File: config.mk
export PLATFORM = sky130hd
export DESIGN_NAME = apb_slave_regfile
export DESIGN_NICKNAME = d
export VERILOG_FILES = /design/src/rtl/apb_pkg.sv /design/src/rtl/apb_reg_bank.sv /design/src/rtl/apb_slave_regfile.sv
export SDC_FILE = /design/constraint.sdc
export NUM_CORES = 1
export LEC_CHECK = 0
export CORE_MARGIN = 1.5
export CORE_UTILIZATION = 25
export DETAILED_ROUTE_END_ITERATION = 8
export GPL_ROUTABILITY_DRIVEN = 0
export PLACE_DENSITY = 0.55
export SETUP_SLACK_MARGIN = 0.1
export SYNTH_ARGS = -nofsm -noshare
export SYNTH_HDL_FRONTEND = slang
export SYNTH_SLANG_ARGS = --single-unit
File: constraint.sdc
create_clock -name pclk -period 5.4 [get_ports pclk]
set_input_delay 1.08 -clock pclk [delete_from_list [all_inputs] [get_ports pclk]]
set_output_delay 1.08 -clock pclk [all_outputs]
set_load 0.01 [all_outputs]
File: src/rtl/apb_pkg.sv
// apb_pkg: FSM encodings, bus widths and the captured request bundle.
// Shared by apb_slave_regfile and apb_reg_bank.
package apb_pkg;

  localparam int APB_DW  = 32;
  localparam int APB_AW  = 32;
  localparam int WAIT_CW = 4;

  typedef enum logic [1:0] {
    ST_IDLE = 2'd0,
    ST_WAIT = 2'd1,
    ST_RESP = 2'd2
  } apb_st_e;

  typedef struct packed {
    logic [APB_AW-1:0] addr;
    logic              write;
    logic [APB_DW-1:0] wdata;
  } apb_req_t;

endpackage

File: src/rtl/apb_reg_bank.sv
// apb_reg_bank: NUM_REGS x 32-bit register array with one write port.
// With APB_SLV_PSLVERR_EN the last slot is a transfer counter.
module apb_reg_bank
  import apb_pkg::*;
#(
  parameter int NUM_REGS = 8,
  parameter int IW       = $clog2(NUM_REGS)
) (
  input  logic                       clk_i,
  input  logic                       rst_ni,
  input  logic                       we_i,
`ifdef APB_SLV_PSLVERR_EN
  input  logic                       inc_i,
`endif
  input  logic [IW-1:0]              idx_i,
  input  logic [APB_DW-1:0]          wdata_i,
  output logic [APB_DW-1:0]          rdata_o,
  output logic [NUM_REGS*APB_DW-1:0] regs_o
);

  logic [APB_DW-1:0] mem_q [NUM_REGS];

  // register storage: write port, plus status count in the last slot
  always_ff @(posedge clk_i) begin
    if (!rst_ni) begin
      for (int i = 0; i < NUM_REGS; i++) begin
        mem_q[i] <= '0;
      end
    end else begin
      if (we_i) begin
        mem_q[idx_i] <= wdata_i;
      end
`ifdef APB_SLV_PSLVERR_EN
      if (inc_i) begin
        mem_q[NUM_REGS-1] <= mem_q[NUM_REGS-1] + 32'd1;
      end
`endif
    end
  end

  assign rdata_o = mem_q[idx_i];

  for (genvar g = 0; g < NUM_REGS; g++) begin : g_flat
    assign regs_o[g*APB_DW +: APB_DW] = mem_q[g];
  end

endmodule

File: src/rtl/apb_slave_regfile.sv
// apb_slave_regfile: APB completer with wait states and a flat reg export.
// Optional macro APB_SLV_PSLVERR_EN: pslverr on misses, RO status reg.
module apb_slave_regfile
  import apb_pkg::*;
#(
  parameter int                SEL_IDX     = 0,
  parameter logic [APB_AW-1:0] BASE_ADDR   = 32'h0000_0000,
  parameter int                NUM_REGS    = 8,
  parameter int                WAIT_CYCLES = 0
) (
  input  logic                       pclk,
  input  logic                       prst,
  input  logic [1:0]                 pselx,
  input  logic                       penable,
  input  logic                       pwrite,
  input  logic [APB_AW-1:0]          paddr,
  input  logic [APB_DW-1:0]          pwdata,
  output logic                       pready,
  output logic [APB_DW-1:0]          prdata,
  output logic                       pslverr,
  output logic [NUM_REGS*APB_DW-1:0] regs_q
);

  localparam int IW    = $clog2(NUM_REGS);
  localparam int LIM_W = APB_AW + 1;
  localparam logic [LIM_W-1:0] LIMIT =
    {1'b0, BASE_ADDR} + LIM_W'(4 * NUM_REGS);
  localparam logic [1:0] SEL_MASK = 2'b01 << SEL_IDX;
  localparam logic [WAIT_CW-1:0] WAIT_INIT = WAIT_CW'(WAIT_CYCLES);

  apb_st_e            state_q, state_d;
  apb_req_t           req_q, req_d;
  logic [WAIT_CW-1:0] cnt_q, cnt_d;
  logic               pready_q, pready_d;
  logic [APB_DW-1:0]  prdata_q, prdata_d;
  logic               pslverr_q, pslverr_d;

  logic              detect;
  logic              fire;
  logic              hit;
  logic [IW-1:0]     idx;
  logic              we;
  logic              err;
  logic [APB_DW-1:0] rdata;

  assign detect = |(pselx & SEL_MASK) & penable;
  assign fire   = (state_q == ST_WAIT) && (cnt_q == '0);
  assign hit    = (req_q.addr >= BASE_ADDR) &&
                  ({1'b0, req_q.addr} < LIMIT);
  assign idx    = req_q.addr[2 +: IW];

`ifdef APB_SLV_PSLVERR_EN
  logic ro_wr;
  assign ro_wr = req_q.write && (idx == IW'(NUM_REGS-1));
  assign we    = fire && req_q.write && hit && !ro_wr;
  assign err   = !hit || ro_wr;
`else
  assign we    = fire && req_q.write && hit;
  assign err   = 1'b0;
`endif

  apb_reg_bank #(
    .NUM_REGS (NUM_REGS),
    .IW       (IW)
  ) u_bank (
    .clk_i   (pclk),
    .rst_ni  (prst),
    .we_i    (we),
`ifdef APB_SLV_PSLVERR_EN
    .inc_i   (fire),
`endif
    .idx_i   (idx),
    .wdata_i (req_q.wdata),
    .rdata_o (rdata),
    .regs_o  (regs_q)
  );

  // state register
  always_ff @(posedge pclk) begin
    if (!prst) state_q <= ST_IDLE;
    else       state_q <= state_d;
  end

  // next-state: detect, count down, one response cycle
  always_comb begin
    state_d = state_q;
    unique case (state_q)
      ST_IDLE: if (detect) state_d = ST_WAIT;
      ST_WAIT: if (cnt_q == '0) state_d = ST_RESP;
      ST_RESP: state_d = ST_IDLE;
      default: state_d = ST_IDLE;
    endcase
  end

  // output/datapath next values per state
  always_comb begin
    req_d     = req_q;
    cnt_d     = cnt_q;
    pready_d  = pready_q;
    prdata_d  = prdata_q;
    pslverr_d = pslverr_q;
    unique case (state_q)
      ST_IDLE: begin
        if (detect) begin
          req_d = '{addr: paddr, write: pwrite, wdata: pwdata};
          cnt_d = WAIT_INIT;
        end
      end
      ST_WAIT: begin
        if (cnt_q != '0) begin
          cnt_d = cnt_q - WAIT_CW'(1);
        end else begin
          pready_d  = 1'b1;
          prdata_d  = (!req_q.write && hit) ? rdata : '0;
          pslverr_d = err;
        end
      end
      default: begin
        pready_d  = 1'b0;
        prdata_d  = '0;
        pslverr_d = 1'b0;
      end
    endcase
  end

  // output and capture registers
  always_ff @(posedge pclk) begin
    if (!prst) begin
      req_q     <= '0;
      cnt_q     <= '0;
      pready_q  <= 1'b0;
      prdata_q  <= '0;
      pslverr_q <= 1'b0;
    end else begin
      req_q     <= req_d;
      cnt_q     <= cnt_d;
      pready_q  <= pready_d;
      prdata_q  <= prdata_d;
      pslverr_q <= pslverr_d;
    end
  end

  assign pready  = pready_q;
  assign prdata  = prdata_q;
  assign pslverr = pslverr_q;

endmodule

======== Word-level counts from Yosys, hierarchy flattened ========
Memory sizes are Yosys's and may differ from the RTL's. A register that Yosys moved wholly into a read port is not among the register bits.
Cells that the tools add are included.
word-level totals
  flip-flop bits (word level) ............. 105
  memory bits (writable) .................. 256
  input port bits ......................... 70
  output and inout bits ................... 290
  word-level logic and storage cells ...... 56
  memories kept ........................... 1
memories
  name          depth  bits a word  read ports  clocked after memory_dff  wr ports  line                text
  u_bank.mem_q  8      32           9           1                         8         apb_reg_bank.sv:21  logic [APB_DW-1:0] mem_q [NUM_REGS];
operators by class
  add/subtract/negate cells ............... 1
  order comparisons ....................... 2
  equal/unequal tests ..................... 5
  multiplexer cells ....................... 22
  bitwise gates (word level) .............. 2
  reduce and logical (&&, ||, !) cells .... 15
operator list
  kind                                                                     count
  32-bit 2-to-1 mux                                                        3
  32-bit case mux with 2 select lines                                      1
  32-bit by 1-bit >= comparator with 1-bit output, second input constant   1
  32-bit by 6-bit < comparator with 1-bit output, second input constant    1
  32-bit OR reduction                                                      1
  3-bit 2-to-1 mux                                                         3
  4-bit 2-to-1 mux                                                         2
  4-bit case mux with 2 select lines                                       1
  1-bit 2-to-1 mux                                                         7
  2-bit AND reduction                                                      3
  1-bit logical AND                                                        5
  4-bit zero test                                                          1
  2-bit 2-to-1 mux                                                         2
  2-bit by 1-bit inequality test with 1-bit output, second input constant  2
  2-bit inequality test, second input constant                             2
  1-bit case mux with 2 select lines                                       2
  2-bit case mux with 2 select lines                                       1
  4-bit nonzero test                                                       1
  4-bit by 1-bit subtractor with 4-bit output, second input constant       1
  3-bit AND reduction                                                      1
  2-bit by 1-bit equality test with 1-bit output, second input constant    1
  2-bit zero test                                                          1
  2-bit nonzero test                                                       1
  1-bit bitwise AND                                                        1
  2 further kinds                                                          2

======== Depth between registers and ports, before layout ========
  depth in word-level cells ............... 9
  mapped depth ............................ 9
  mapped depth without buffers ............ 6

======== Hierarchy ========
Synthesis repeated with hierarchy kept, for this count alone.
second synthesis, totals
  cell total of the unflattened synthesis .. 1096
  area, all modules ....................... 15230.9 µm²
modules (own cells, without submodules)
  module             instances  cells an instance  area each (µm²)  seq. area each (µm²)
  apb_reg_bank       1          699                11484.8          7687.4
  apb_slave_regfile  1          397                3746.1           2042.0

======== Least setup slack after synthesis ========
OpenSTA, ideal clock, no wires.
  kind .................................... input to register
  start ................................... input port prst
  end ..................................... memory u_bank.mem_q[7][0], enable pin
  setup time .............................. 470 ps
  arrival time ............................ 4319 ps
  data required time ...................... 4930 ps
  setup slack ............................. 611 ps
  cell stages on the path ................. 4
  buffers on the path ..................... 0
  cells stage by stage .................... nand2b_1 > nor4_1 > nand3_1 > o31ai_1
RTL lines
  item             line                     text
  start, declared  apb_slave_regfile.sv:12  input logic prst,
  end, declared    apb_reg_bank.sv:21

==> metrics <==
Hold Slack=450.9 ps; PortBufs=355; register area share after synthesis=63.82%; full die area=62850 um^2; yosys warns=0; Initial Util=25.37%; Max VDD drop=0.1596 mV; RSZ-0062 raised after global routing=no; worst-margin pin slew=1081 ps; Post-Synthesis Cells=1154; Skew-Pair Late Insertion Delay=560 ps; per-cell routed wire length=23.44 um; first-pass GRT wire length=77.27 mm; dpl hpwl=37.03 mm; Num CTS Buffers=42; EDFF count, synth=256; required time worst endpoint=5820 ps; number of global-route vias before repair=10770; Setup crit start kind=register; Die Y=250.7 um; top cells by count, synth=edfxtp_1 (256), nand2_1 (202), and2_1 (161), dfxtp_1 (105), nor2_1 (71); total power=6.624 mW; arrival time worst endpoint=4020 ps; root buffer cell=clkbuf_16; Max-cap violations=0; crit end category=register; HP Class=register to register; gr usage total=17.14%; clock skew=18.61 ps; drt total wl=54.64 mm; Die Wd=250.7 um; Top Layer Used=met5; CTS sink count=361; Vias=10610; Layout fillers=5795; # hold bufs at CTS=0; cts repair resizes=0; critical path type=register to register; final hold viol count=0; IO Pins=360; core area=60470 um^2; # rows=90; ANT nets after route=0; fin cells=2331; top cell type's share of synthesized area=50.11%; final setup fails=0; met3 wire len=3.749 mm; vias per cell=4.553; Synth Flop Type=edfxtp_1; Netlist cell types=36; Netlist Area Pre-Place=15340 um^2; setup bufs post-CTS=0; largest area contributor in the netlist=edfxtp_1; CTS max path bufs=3; fraction of layout cells with a size suffix above 1=13.99%; 1st-pass router iterations=5; placed insts=2249; GRT Residual Overflow=0; DRC=0; status=completed; Area contributors post-synth=edfxtp_1 (50%), dfxtp_1 (14%), mux4_2 (9.4%), and2_1 (6.6%), nand2_1 (4.9%); Final min period=3606 ps; Nets=1583; PwrDens=308.7 nW/um^2; fin. max-slew vios=0; met2 wire length=26.08 mm; Relative slew margins=27.52%; Final Cycle Share=66.78%; CTS tree=yes; Max Freq=0.2773 GHz; H-Tree Depth=2; crit-path max FO=12; FFs w/ async S/R, synth=0%; initial antenna violation count=7; leakage power=7.102 nW; Post-Route Setup TNS=0 ps; Post-Syn Nets=1226; Worst-path clk slew=60 ps; Synth Area per Inst=13.29 um^2; dominant cell by count in the synthesized netlist=edfxtp_1; area grow syn2layout=39.86%; largest net degree at the start of global routing=76; Iter 0 DRT Violations=656; Synth Register Bits=361; DRT met1 WL=23.66 mm
## cell families after synthesis
logic type	count (synthesis)	synth area share [%]
buffers and inverters	80	2.374
adders and majority gates	2	0.1631
DFF	361	63.82
AOI/OAI and AO/OA	110	4.682
muxes	96	11.48
other	1	0.02445
and+or+nand+nor	504	17.46
## report_power, final
group	leakage [nW]	internal [mW]	switching, mW	total, mW
clock	0.677	1.76	1.17	2.92
sequential	3.50	3.05	0.101	3.15
combinational	2.93	0.275	0.272	0.547
total	7.10	5.08	1.54	6.62
## routing by layer
layer  up-vias  global-route usage (%)
met2       383                   28.36
met1      5316                   22.44
met4         4                   4.589
met3        77                   4.022
li1       4834                       -
met5         -                       0
## worst max-delay path, stage by stage, from the launching register on
cell     delay [ps]
dfxtp_1         310
nor4_1          720
nand4_1         750
nor4_4         1130
buf_4           380
and2_1          160
## cells in the final DEF, fill, tap and decap left out, types with 4 or more instances in the layout
| cell type | count |
|---|---|
| clkdlybuf4s50_1 | 354 |
| edfxtp_1 | 256 |
| nand2_1 | 202 |
| and2_1 | 160 |
| dfxtp_1 | 102 |
| nor2_1 | 70 |
| a21boi_0 | 65 |
| mux4_2 | 64 |
| clkbuf_16 | 43 |
| o21ai_0 | 34 |
| mux2i_1 | 32 |
| nor2_4 | 31 |
| buf_4 | 30 |
| clkbuf_1 | 12 |
| o21ai_4 | 7 |
| or3_1 | 6 |
| buf_12 | 6 |
| diode_2 | 5 |
| nor4_1 | 5 |
| nor4_4 | 5 |
| bufinv_16 | 5 |
| nor2b_1 | 4 |
| clkinv_2 | 4 |
## final timing paths
kind / slack [ps] / start / cells after the start / to
worst min-delay path: 450 / prdata[9]$_SDFFE_PN0P_ / 2 / prdata[9]$_SDFFE_PN0P_
worst min register to register: 450 / prdata[9]$_SDFFE_PN0P_ / 2 / prdata[9]$_SDFFE_PN0P_
worst max-delay path: 1790 / req_q[40]$_SDFFE_PN0P_ / 5 / u_bank.mem_q[4][31]$_SDFFCE_PN0P_
worst max register to register: 1790 / req_q[40]$_SDFFE_PN0P_ / 5 / u_bank.mem_q[4][31]$_SDFFCE_PN0P_
## per-stage QoR
stage          utilization, %  worst slack [ps]  instance area (um^2)
2_1_floorplan               -             611.0                 15340
3_3_place_gp            33.13              1553                 20040
3_5_place_dp            33.13              1524                 20040
4_1_cts                 35.46              1683                 21440
5_1_grt                 35.47              1547                 21450
6_report                35.48              1794                 21450
## final cells by class
cell class | instances | area (um^2) | area share (%)
antenna | 5 | 12.51 | 0.05832
sequential | 361 | 9801 | 45.68
multi-input combinational | 713 | 5356 | 24.97
clock buffer | 58 | 1162 | 5.418
tap | 782 | 978.4 | 4.561
timing repair buffer | 390 | 3889 | 18.13
inverter | 3 | 11.26 | 0.05249
clock inverter | 19 | 244.0 | 1.137
## sequential cells by signal (all words and copies together), names as in the netlist, named ones only
signal        count
u_bank.mem_q    256
req_q            60
prdata           32
cnt_q             4
idx               3
state_q           2
pready            1
Power figures use the tool's default switching activity.
==> patch, RTL diff (same settings) <==
Set the package constant `APB_AW` to 64 (it was 32).
--- a/src/rtl/apb_pkg.sv
+++ b/src/rtl/apb_pkg.sv
@@ -3,7 +3,7 @@
 package apb_pkg;
 
   localparam int APB_DW  = 32;
-  localparam int APB_AW  = 32;
+  localparam int APB_AW  = 64;
   localparam int WAIT_CW = 4;
 
   typedef enum logic [1:0] {
Interface: changed (resized paddr); port bits go from 360 to 392. No check against the original RTL was run, so the function may have changed too.
==> patch against the unedited design <==
Non-clock buffer count rose by 33. Largest cell class unchanged. Design area rose by 12%. Power rose by 9.4%. Routed wire length rose by 19%. Global-route usage rose by 0.63 points. Area after synthesis rose by 14%. Critical endpoint is now u_bank.mem_q[1][24]. Critical path type unchanged. Worst setup slack improved by 0.31 ns. Sequential cell count rose by 32.
==> patch: results <==
{
  "numCtsBuffers": 45,
  "dpl.cell_count": 2697,
  "reg2reg_slack_ns": 2.11,
  "cpPeakStageDelay_ns": 0.83,
  "via_per_inst": 4.66,
  "vdd_ir_drop_max_uv": 210,
  "crit_path_max_fanout": 20,
  "pre_cts_slack_ns": 1.56,
  "wl_met3_um": 4820,
  "yosys-top-cells-area": "edfxtp_1, dfxtp_1, nor3_2",
  "instances_no_fill": 2784,
  "endpoint": "u_bank.mem_q[1][24]",
  "use_met3": 0.0454,
  "drive_above_1_share": 0.163,
  "use_met2": 0.298,
  "hpwl_um": 42800,
  "wl_met2_um": 31000,
  "switching_share": 0.245,
  "use_met1": 0.229,
  "run_status": "complete, no violations",
  "power.leakage_nw": 7.37,
  "cp_slowest_cell": "and4_1",
  "max_slew.worst_pin.slew_ns": 1.18,
  "nNetsFinal": 1917,
  "dpl_cell_area_mm2": 0.0225,
  "antenna_found_initial": 3,
  "arrival_ns": 3.56
}
==> patch: critical path: cells and delay by family, from the launching register on <==
| family | cells | cell delay, ns |
|---|---|---|
| and+or+nand+nor | 3 | 1.73 |
| AOI/OAI and AO/OA | 1 | 0.63 |
| DFF | 1 | 0.31 |
| buffers and inverters | 1 | 0.29 |
==> patch: cell families (layout without fill, tap and decap cells) <==
kind of cell / Yosys count / after routing / share of synthesized area
AND/OR/NAND/NOR: 575 / 575 / 0.200
flip-flops: 393 / 393 / 0.598
buffers and inverters: 162 / 542 / 0.0388
AO/OA/AOI/OAI: 208 / 208 / 0.0875
other: 1 / 4 / 0.000215
adder cells (fa/ha/maj): 2 / 2 / 0.00144
multiplexers: 129 / 129 / 0.0741
==> patch: power groups by stage <==
stage,clock [mW],sequential (mW),combinational [mW]
after floorplan,0,3.45,0.305
after global placement,0,3.44,0.744
after detailed placement,0,3.44,0.751
after CTS,3.22,3.38,0.752
after global routing,3.34,3.39,0.796
final,3.14,3.37,0.738
==> patch: area by class of cell <==
type	instances	area, um2
Antenna cell	3	7.51
Clock buffer	72	1360
Clock inverter	12	146
Fill cell	6789	44800
Inverter	35	131
Multi-Input combinational cell	915	6570
Sequential cell	393	10400
Tap cell	931	1160
Timing Repair Buffer	423	4200
==> patch: worst min path at each step <==
stage | from | endpoint | slack [ns] | depth (start not counted)
6_report | prdata[20] | prdata[20] | 0.45 | 2
5_1_grt | prdata[8] | prdata[8] | 0.46 | 2
4_1_cts | req_q[56] | req_q[56] | 0.45 | 2
3_5_place_dp | prdata[8] | prdata[8] | 0.44 | 2
3_3_place_gp | prdata[21] | prdata[21] | 0.44 | 2
2_1_floorplan | req_q[69] | req_q[69] | 0.43 | 2
